==> src/rtl/rmem_stream_ctrl.sv <==
// -----------------------------------------------------------------------------
// rmem_stream_ctrl
//
// Turns one configured request (base byte address, word count) into a series
// of single-word start/done transactions on the memory read stage. Words that
// come back are buffered in a small FIFO. The FIFO is presented to a downstream
// consumer over a valid/ready stream. At most one read is in flight at a time.
// A read is only started when a FIFO slot is free for its result, so the FIFO
// can never overflow.
//
// Ports
//   clk_i            clock, rising edge
//   rst_ni           asynchronous active-low reset
//   cfg_start_i      request strobe, taken only while busy_o = 0
//   cfg_base_addr_i  byte address of the first word
//   cfg_len_i        number of 32-bit words to read (0 = empty request)
//   abort_i          terminate the current request
//   busy_o           high from acceptance through the done_o cycle
//   done_o           one-cycle completion pulse (normal or aborted)
//   rd_start_o       one-cycle start pulse to the read stage
//   rd_addr_o        read address, stable from rd_start_o until rd_done_i
//   rd_done_i        read stage completion pulse
//   rd_rdata_i       read data, valid with rd_done_i
//   out_valid_o      FIFO not empty
//   out_data_o       FIFO head (0 while empty)
//   out_ready_i      consumer takes the head when out_valid_o & out_ready_i
// -----------------------------------------------------------------------------
module rmem_stream_ctrl #(
    parameter int FIFO_DEPTH = 4,
    parameter int LEN_W      = 16
) (
    input  logic             clk_i,
    input  logic             rst_ni,
    input  logic             cfg_start_i,
    input  logic [31:0]      cfg_base_addr_i,
    input  logic [LEN_W-1:0] cfg_len_i,
    input  logic             abort_i,
    output logic             busy_o,
    output logic             done_o,
    output logic             rd_start_o,
    output logic [31:0]      rd_addr_o,
    input  logic             rd_done_i,
    input  logic [31:0]      rd_rdata_i,
    output logic             out_valid_o,
    output logic [31:0]      out_data_o,
    input  logic             out_ready_i
);

    localparam int PTR_W = $clog2(FIFO_DEPTH);
    localparam int CNT_W = PTR_W + 1;
    localparam logic [CNT_W-1:0] DEPTH_C = CNT_W'(FIFO_DEPTH);

    typedef enum logic [2:0] {
        S_IDLE,
        S_ISSUE,
        S_WAIT,
        S_DRAIN,
        S_DONE
    } state_t;

    state_t state_reg, state_next;

    // Request context. addr_reg always equals base + 4*index, kept as a
    // running sum so the read address needs no multiplier.
    logic [31:0]      addr_reg, addr_next;
    logic [LEN_W-1:0] len_reg, len_next;
    logic [LEN_W-1:0] index_reg, index_next;
    logic             discard_reg, discard_next;
    logic             stall_reg, stall_next;

    // Output FIFO
    logic [31:0]      fifo_mem [FIFO_DEPTH];
    logic [PTR_W-1:0] wr_ptr_reg, rd_ptr_reg;
    logic [CNT_W-1:0] count_reg, count_after;
    logic             push, pop, flush;
    logic             room_after;

    // A read is outstanding in WAIT unless we are only parked there waiting
    // for a FIFO slot; only then does rd_done_i carry a real result.
    logic             wait_outstanding;

    assign wait_outstanding = (state_reg == S_WAIT) && !stall_reg;
    assign push = wait_outstanding && rd_done_i && !discard_reg && !abort_i;
    assign pop  = out_valid_o && out_ready_i;

    // Occupancy at the end of this cycle; drives issue/stall/drain decisions.
    always_comb begin
        count_after = count_reg;
        if (push && !pop) begin
            count_after = count_reg + CNT_W'(1);
        end else if (!push && pop) begin
            count_after = count_reg - CNT_W'(1);
        end
    end

    assign room_after = (count_after < DEPTH_C);

    // ---------------------------------------------------------------- state
    always_ff @(posedge clk_i or negedge rst_ni) begin
        if (!rst_ni) begin
            state_reg <= S_IDLE;
        end else begin
            state_reg <= state_next;
        end
    end

    always_ff @(posedge clk_i or negedge rst_ni) begin
        if (!rst_ni) begin
            addr_reg    <= 32'h0;
            len_reg     <= '0;
            index_reg   <= '0;
            discard_reg <= 1'b0;
            stall_reg   <= 1'b0;
        end else begin
            addr_reg    <= addr_next;
            len_reg     <= len_next;
            index_reg   <= index_next;
            discard_reg <= discard_next;
            stall_reg   <= stall_next;
        end
    end

    // ----------------------------------------------------------- next state
    always_comb begin
        state_next   = state_reg;
        addr_next    = addr_reg;
        len_next     = len_reg;
        index_next   = index_reg;
        discard_next = discard_reg;
        stall_next   = stall_reg;
        flush        = 1'b0;

        case (state_reg)
            S_IDLE: begin
                if (cfg_start_i) begin
                    addr_next    = cfg_base_addr_i;
                    len_next     = cfg_len_i;
                    index_next   = '0;
                    discard_next = 1'b0;
                    stall_next   = 1'b0;
                    state_next   = (cfg_len_i != '0) ? S_ISSUE : S_DONE;
                end
            end

            S_ISSUE: begin
                if (abort_i) begin
                    flush      = 1'b1;
                    state_next = S_DONE;
                end else begin
                    stall_next = 1'b0;
                    state_next = S_WAIT;
                end
            end

            S_WAIT: begin
                if (stall_reg) begin
                    // Parked for a free slot, nothing in flight.
                    if (abort_i) begin
                        flush      = 1'b1;
                        state_next = S_DONE;
                    end else if (room_after) begin
                        stall_next = 1'b0;
                        state_next = S_ISSUE;
                    end
                end else if (rd_done_i) begin
                    index_next = index_reg + LEN_W'(1);
                    if (discard_reg || abort_i) begin
                        // Late result of an aborted request is dropped.
                        flush      = 1'b1;
                        state_next = S_DONE;
                    end else begin
                        addr_next = addr_reg + 32'd4;
                        if (index_next == len_reg) begin
                            state_next = S_DRAIN;
                        end else if (room_after) begin
                            state_next = S_ISSUE;
                        end else begin
                            stall_next = 1'b1;
                        end
                    end
                end else if (abort_i) begin
                    // Cannot cancel the read in flight; wait for it and drop it.
                    discard_next = 1'b1;
                end
            end

            S_DRAIN: begin
                if (abort_i) begin
                    flush      = 1'b1;
                    state_next = S_DONE;
                end else if (count_after == '0) begin
                    state_next = S_DONE;
                end
            end

            S_DONE: begin
                state_next = S_IDLE;
            end

            default: begin
                state_next = S_IDLE;
            end
        endcase
    end

    // -------------------------------------------------------------- outputs
    always_comb begin
        busy_o     = 1'b1;
        done_o     = 1'b0;
        rd_start_o = 1'b0;
        case (state_reg)
            S_IDLE:  busy_o = 1'b0;
            // An abort in ISSUE suppresses the start so no orphan read can
            // complete into a later request.
            S_ISSUE: rd_start_o = !abort_i;
            S_DONE:  done_o = 1'b1;
            default: ;
        endcase
    end

    assign rd_addr_o = addr_reg;

    // ----------------------------------------------------------------- FIFO
    always_ff @(posedge clk_i) begin
        if (push) begin
            fifo_mem[wr_ptr_reg] <= rd_rdata_i;
        end
    end

    always_ff @(posedge clk_i or negedge rst_ni) begin
        if (!rst_ni) begin
            wr_ptr_reg <= '0;
            rd_ptr_reg <= '0;
            count_reg  <= '0;
        end else if (flush) begin
            wr_ptr_reg <= '0;
            rd_ptr_reg <= '0;
            count_reg  <= '0;
        end else begin
            if (push) begin
                wr_ptr_reg <= wr_ptr_reg + PTR_W'(1);
            end
            if (pop) begin
                rd_ptr_reg <= rd_ptr_reg + PTR_W'(1);
            end
            count_reg <= count_after;
        end
    end

    assign out_valid_o = (count_reg != '0);
    // Head is shown combinationally; forced to 0 while empty so the stream
    // never exposes stale or uninitialised storage.
    assign out_data_o  = out_valid_o ? fifo_mem[rd_ptr_reg] : 32'h0;

endmodule

==> config.mk <==
export PLATFORM = sky130hd
export DESIGN_NAME = rmem_stream_ctrl
export DESIGN_NICKNAME = d
export VERILOG_FILES = /design/src/rtl/rmem_stream_ctrl.sv
export SDC_FILE = /design/constraint.sdc
export NUM_CORES = 1
export LEC_CHECK = 0
export ABC_AREA = 1
export BUFFER_PORTS_ARGS = -buffer_cell sky130_fd_sc_hd__clkbuf_2
export CAP_MARGIN = 5
export CORE_MARGIN = 5
export CORE_UTILIZATION = 40
export CTS_CLUSTER_SIZE = 30
export DETAILED_ROUTE_END_ITERATION = 12
export PLACE_DENSITY = 0.65
export SYNTH_ARGS = -nofsm -noshare
export SYNTH_HDL_FRONTEND = slang
export SYNTH_SLANG_ARGS = --single-unit
export TNS_END_PERCENT = 10
==> constraint.sdc <==
create_clock -name clk_i -period 3.3 [get_ports clk_i]
set_clock_uncertainty 0.15 [all_clocks]
set_input_delay 0.33 -clock clk_i [delete_from_list [all_inputs] [get_ports clk_i]]
set_output_delay 0.33 -clock clk_i [all_outputs]
set_load 0.01 [all_outputs]
==> summary.md, run 1 <==
| Metric | Value |
|---|---|
| H-tree depth | 1 |
| Clock-pin slew on the worst setup and hold paths | 60 ps |
| Area of the multi-input gates | 3596 um^2 |
| Clock tree root buffer cell | clkbuf_16 |
| Vias in the first global route | 8,094 |
| Fin nets | 1,390 |
| Drt total wl | 24,930 um |
| Layout cell share with drive strength beyond 1 | 18.55% |
| Max reg flops | 128 |
| Worst skew pair latency | 490 ps |
| WS Path Type | reg2out |
| Util after Layout | 50.97% |
| Seq/Total Area, Yosys | 58.64% |
| Postcts setup bufs | 0 |
| Power density cells | 828.1 nW/um^2 |
| Data required time of the worst path | 2820 ps |
| Leak | 5.226 nW |
| FP Rows | 57 |
| Seq. cell area | 5747 um^2 |
| Synth-to-layout area growth | 26.14% |
| Top reg by flops | fifo_mem |
| Yosys warns | 0 |
| Crit end category | output port |
| Grt ovf | 0 |
| Syn_area_per_cell | 9.132 um^2 |
| CP Launch Point | count_reg[0] |
| TNS Setup | 0 ps |
| Post-route DRC | 0 |
| Met2 GRT Util | 29.18% |
| Iter 0 DRT Violations | 548 |
| Hold crit path type | in2reg |
| All-Layer GR Usage | 17.56% |
| GR Util met3 | 3.674% |
| Startpoint Class | flop |
| Die width | 166.5 um |
| Diode count | 0 |
| First drt pass iteration count | 5 |
| Die height | 166.5 um |
| Io pins | 154 |
| Async SR Flop Fraction | 37.25% |
| Final WS setup | 464.9 ps |
| Input/output buffers | 153 |
| Final Max Tran Viols | 0 |
| Worst-margin pin slew | 894.4 ps |
| Yosys cell types | 42 |
| Core Box Area | 24,250 um^2 |
| Largest net degree at the start of global routing | 60 |
| TritonCTS clock tree | built |
| Fmax | 352.7 MHz |
| ANT nets after route | 0 |
| Max_cap viols | 0 |
| Slew HR | 40.31% |
| Die area | 27,730 um^2 |
| Clock buffer depth | 3 |
| Initial antenna violation count | 0 |
| Synthesized Nets | 1,168 |
| Placed Cells | 1,529 |
| Post_cts resized | 0 |
| Wire per inst | 15.26 um |
| Initial core utilization | 40.41% |
| EDFF count, synth | 128 |
| Critical Path Fanout Max | 20 |
| Placer Congestion | 0.8473 |
| Dominant synthesized flop cell | edfxtp_1 |
| Final setup violation count | 0 |
| First-pass GRT wire length | 40,910 um |
| Cts hold-fix bufs | 65 |
| RSZ-0062 raised after global routing | false |
| Hold_sp | cfg_base_addr_i[20] |
| Post-place instance area | 10,990 um^2 |
| Period utilization | 85.91% |
| Num Clock Sinks | 204 |
| Status | finished, final reports clean |
| Critical path arrival | 2360 ps |
| Post-Layout Cell Count | 1,634 |
| Synthesized area | 9798 um^2 |
| Dpl ws | 936.9 ps |
| #FFs+latches synth | 204 |
| Final Instance Area | 12,360 um^2 |
| Post-DP HPWL | 16,370 um |
| Syn Inst Count | 1,073 |
| Met1 Use GR | 23.79% |
| Fin crit period | 2835 ps |
| Final hold vios | 0 |
| Filler cell count | 2,235 |
| Worst r2r src | state_reg[0] |
| Worst vdd rail ir drop | 0.6586 mV |
| Inserted Clock Buffers | 23 |
| GRT Max-Usage Layer | met2 |
| Vias per std cell | 5.025 |
| Vias after detailed routing | 8,211 |
-- worst max-delay path: stages, from the launching register on --
cell	delay, ps
dfrtp_1	390
inv_1	110
ha_1	150
nand2_1	80
inv_1	620
buf_4	290
a21oi_1	60
clkbuf_2	140
-- path summary, 6_finish.rpt --
check	end	slack (ps)	cells past startpoint
worst min register to register	rd_addr_o[0]	320	2
worst max register to register	rd_addr_o[27]	910	10
min in group asynchronous	len_reg[11]	320	2
max in group asynchronous	len_reg[0]	1990	3
worst min-delay path	rd_addr_o[20]	20	3
worst max-delay path	out_data_o[25]	460	7
-- power breakdown --
part / switching, W / internal [W] / total (W)
sequential: 0.000409 / 0.00313 / 0.00354
clock: 0.000991 / 0.00144 / 0.00243
combinational: 0.00274 / 0.00152 / 0.00426
total: 0.00414 / 0.00609 / 0.0102
-- kinds of logic (layout without fill, tap and decap cells) --
kind of cell | count (synthesis) | after routing | share of synthesized area [%]
simple gates | 503 | 503 | 21.63
compound gates | 206 | 206 | 11.31
fa+ha+maj | 9 | 9 | 1.149
buf+inv | 127 | 364 | 4.967
flops | 204 | 204 | 58.64
xor+xnor | 24 | 24 | 2.299
-- stage by stage --
step                power (W)  hold slack, ps
global route          0.01103           9.025
finish                0.01023           19.01
floorplan            0.006279          -115.6
global placement     0.007718           309.3
CTS                   0.01033          0.8664
detailed placement   0.007804           311.4
-- cell usage after synthesis, types with 2 or more instances --
cell | n | area [um^2]
a22oi_1 | 3 | 22.52
a21oi_1 | 43 | 215.2
o21ai_1 | 8 | 40.04
nand2_1 | 191 | 716.9
nand4_1 | 12 | 75.07
o211ai_1 | 2 | 15.01
ha_1 | 9 | 112.6
nor3_1 | 12 | 60.06
o21ai_0 | 123 | 615.6
buf_2 | 6 | 30.03
nor2_4 | 3 | 33.78
nand2_2 | 5 | 31.28
a22o_1 | 2 | 17.52
nor2_1 | 208 | 780.8
inv_2 | 2 | 7.510
xnor2_1 | 2 | 17.52
buf_1 | 6 | 22.52
nor2_2 | 8 | 50.05
edfxtp_1 | 128 | 3844
xor2_1 | 21 | 183.9
nand3_1 | 45 | 225.2
o22ai_1 | 18 | 112.6
nand3_2 | 4 | 40.04
nor4_1 | 7 | 43.79
nand3b_1 | 3 | 22.52
clkbuf_1 | 28 | 105.1
inv_1 | 83 | 311.6
dfrtp_1 | 76 | 1902
or2_2 | 2 | 12.51
-- routing by layer --
layer	routed length, um	share of wire, %
met5	0	0
met4	401	1.6
met3	1689	6.8
met2	11590	46
met1	11250	45
-- area by class of cell --
cell class	count	share of cell area, %
well taps	324	3.280
clock inverters	15	1.063
clock buffers	25	4.748
inverters	86	2.622
repair buffers	238	12.69
flip-flops and latches	204	46.50
multi-input cells	742	29.09
-- placed cells by master, fill, tap and decap left out, types with 3 or more instances in the layout --
| cell type | instances |
|---|---|
| nor2_2 | 8 |
| nand2_1 | 191 |
| nor3_1 | 12 |
| nand3_1 | 45 |
| nand4_1 | 12 |
| edfxtp_1 | 128 |
| dlygate4sd3_1 | 65 |
| nor2_1 | 204 |
| a22oi_1 | 3 |
| buf_4 | 21 |
| clkinv_1 | 3 |
| nand2_2 | 5 |
| ha_1 | 9 |
| dfrtp_1 | 75 |
| nor2_4 | 7 |
| a21oi_1 | 43 |
| o21ai_1 | 8 |
| o22ai_1 | 18 |
| inv_1 | 83 |
| nand3_2 | 4 |
| xor2_1 | 21 |
| clkbuf_16 | 23 |
| o21ai_0 | 123 |
| nand3b_1 | 3 |
| nor4_1 | 7 |
| clkbuf_2 | 152 |
| clkinv_2 | 7 |
No activity file was read; power rests on OpenSTA's default activity.
==> run 2: changes to the inputs <==
ABC_AREA = unset   (was 1)
GPL_TIMING_DRIVEN = 1   (was unset)
==> run 2 against run 1 <==
Via count is 14% lower. Count of clock-buffer cells in the layout is 5 higher. Worst setup slack better by 36 ps. Worst hold slack worse by 2.3 ps. Synthesized area is 2.6% lower. Sequential cell count stayed put. Design area is 1.6% lower. Non-clock buffer count is 1 higher. Sequential share of layout area is 0.77 points higher. Critical endpoint is now stall_reg.
==> summary.md, run 2 <==
| Metric | Value |
|---|---|
| Hold crit path type | in2reg |
| Core Box Area | 23,470 um^2 |
| Grt ovf | 0 |
| Dominant synthesized flop cell | edfxtp_1 |
| Post-DP HPWL | 14,890 um |
| Postcts setup bufs | 0 |
| WS Path Type | reg2reg |
| CP bufs+invs | 0 |
| Inserted Clock Buffers | 23 |
| Top reg by flops | fifo_mem |
| Final Max Tran Viols | 0 |
| Yosys cell types | 64 |
| Final setup violation count | 0 |
| Final hold vios | 0 |
| Synthesized Nets | 889 |
| Final Power | 0.009638 W |
| Seq/Total Area, Yosys | 60.19% |
| Die area | 27,050 um^2 |
| Data required time of the worst path | 3540 ps |
| Critical path arrival | 3040 ps |
| Startpoint Class | flop |
| Clock tree root buffer cell | clkbuf_16 |
| EDFF count, synth | 128 |
| Most frequent cell after synthesis | edfxtp_1 |
| Iter 0 DRT Violations | 441 |
| Drt total wl | 22,960 um |
| All-Layer GR Usage | 16.91% |
| Synthesized area | 9545 um^2 |
| Clock-pin slew on the worst setup and hold paths | 60 ps |
| Syn Inst Count | 794 |
| Synth area leader | edfxtp_1 |
| Vias in the first global route | 6,988 |
| Max_cap viols | 0 |
| Num Clock Sinks | 204 |
| Leak | 4.772 nW |
| Placer Congestion | 0.8594 |
| RSZ-0062 raised after global routing | false |
| Fmax | 357.3 MHz |
| TritonCTS clock tree | built |
| Cells along the critical path | ha_1, nand2_1, nor4_1, xnor2_1, o221ai_1, a211oi_1, nand4_1, a22o_1 |
| Cell family with most CP delay | simple AND/OR/NAND/NOR gates |
| First drt pass iteration count | 7 |
| Input/output buffers | 153 |
| Layout cell share with drive strength beyond 1 | 24.35% |
| Ranking of synthesized cells by area | edfxtp_1, dfrtp_1, mux4_2, nand2_1, a21oi_1 |
| Hold slack | 16.71 ps |
| Fin nets | 1,110 |
| Vias per std cell | 5.221 |
| Io pins | 154 |
| Post-route DRC | 0 |
| Syn_area_per_cell | 12.02 um^2 |
| ANT nets after route | 0 |
| Commonest non-fill, non-tap cell in the layout | clkbuf_2 |
| Vias after detailed routing | 7,053 |
| #FFs+latches synth | 204 |
| FP Rows | 56 |
| Die width | 164.5 um |
| Crit end category | flop |
| Util after Layout | 51.80% |
| Clock buffer depth | 3 |
| Async SR Flop Fraction | 37.25% |
| H-tree depth | 1 |
| Synth-to-layout area growth | 27.38% |
| Most frequent cells after synthesis | edfxtp_1, nand2_1, dfrtp_1 |
| Initial core utilization | 40.67% |
| TNS Setup | 0 ps |
| Critical Path Fanout Max | 6 |
| Die height | 164.5 um |
| Most frequent cells in the layout | clkbuf_2, edfxtp_1, nand2_1 |
| Slew HR | 21.30% |
| First-pass GRT wire length | 37,020 um |
| Worst vdd rail ir drop | 0.4397 mV |
| Yosys warns | 0 |
| Yosys top cell area share | 40.27% |
| Max reg flops | 128 |
| Wire per inst | 17.00 um |
| Fin crit period | 2799 ps |
| Slowest CP cell | nor4_1 |
| Worst path max stage delay | 620 ps |
| Worst-margin pin slew | 1181 ps |
| Worst skew pair latency | 500 ps |
| Status | finished, final reports clean |
| Power density cells | 792.7 nW/um^2 |
| Period utilization | 84.82% |
| Initial antenna violation count | 0 |
| Largest net degree at the start of global routing | 34 |
run 2: power breakdown:
group	total (W)	leakage (nW)	switching (W)	internal (W)
Clock	0.00256	0.382	0.000974	0.00159
Combinational	0.00343	2.30	0.00188	0.00155
Sequential	0.00365	2.09	0.000509	0.00314
run 2: logic make-up after synthesis:
family	after synthesis	synth area share, %
compound gates	157	9.753
xor+xnor	27	2.700
mux	34	7.760
buf+inv	57	2.386
flops	204	60.19
fa+ha+maj	10	1.285
simple gates	305	15.93
run 2: worst paths after layout:
check | from | cells after the start | end | slack [ps]
max in group asynchronous | rst_ni | 3 | rd_addr_o[6] | 2110
setup / recovery | index_reg[0] | 8 | stall_reg | 500
setup reg to reg | index_reg[0] | 8 | stall_reg | 500
hold / removal | cfg_base_addr_i[25] | 3 | rd_addr_o[25] | 20
hold reg to reg | rd_addr_o[1] | 2 | rd_addr_o[1] | 330
min in group asynchronous | rst_ni | 2 | len_reg[5] | 180
run 2: worst reg2reg max path, delay by kind of cell (launching register included):
family          cells  cell delay, ps
compound gates      3             660
xor+xnor            1             190
simple gates        3             990
flops               1             440
fa+ha+maj           1             270
run 2: stage by stage:
| stage | setup WS [ps] | instances | cell area (um^2) |
|---|---|---|---|
| 3_5_place_dp | 564.4 | 1239 | 10680 |
| 3_3_place_gp | 665.3 | 1239 | 10680 |
| 2_1_floorplan | 584.0 | 794 | 9545 |
| 5_1_grt | 232.7 | 1350 | 12160 |
| 4_1_cts | 446.7 | 1350 | 12160 |
| 6_report | 500.9 | 1351 | 12160 |
run 2: area by class of cell:
type | count | area, um^2
fillers | 2020 | 11310
flip-flops and latches | 204 | 5747
multi-input cells | 533 | 3583
repair buffers | 239 | 1602
clock buffers | 30 | 631.9
well taps | 319 | 399.1
clock inverters | 11 | 141.4
inverters | 14 | 52.55
diodes | 1 | 2.502
run 2: repair_timing:
| action | 4_1_cts | 5_1_grt |
|---|---|---|
| hold buffers | 70 | 0 |
| endpoints found under the setup margin | 0 | 0 |
| gates resized for setup | 0 | 0 |
| hold endpoints to repair | 196 | 0 |
run 2: layer usage:
| layer | GRT usage (%) | wire length, um | vias to the layer above |
|---|---|---|---|
| li1 | - | - | 3388 |
| met5 | 0 | 0 | - |
| met2 | 29.14 | 11720 | 197 |
| met4 | 3.932 | 344 | 0 |
| met3 | 2.720 | 1100 | 27 |
| met1 | 22.65 | 9801 | 3441 |
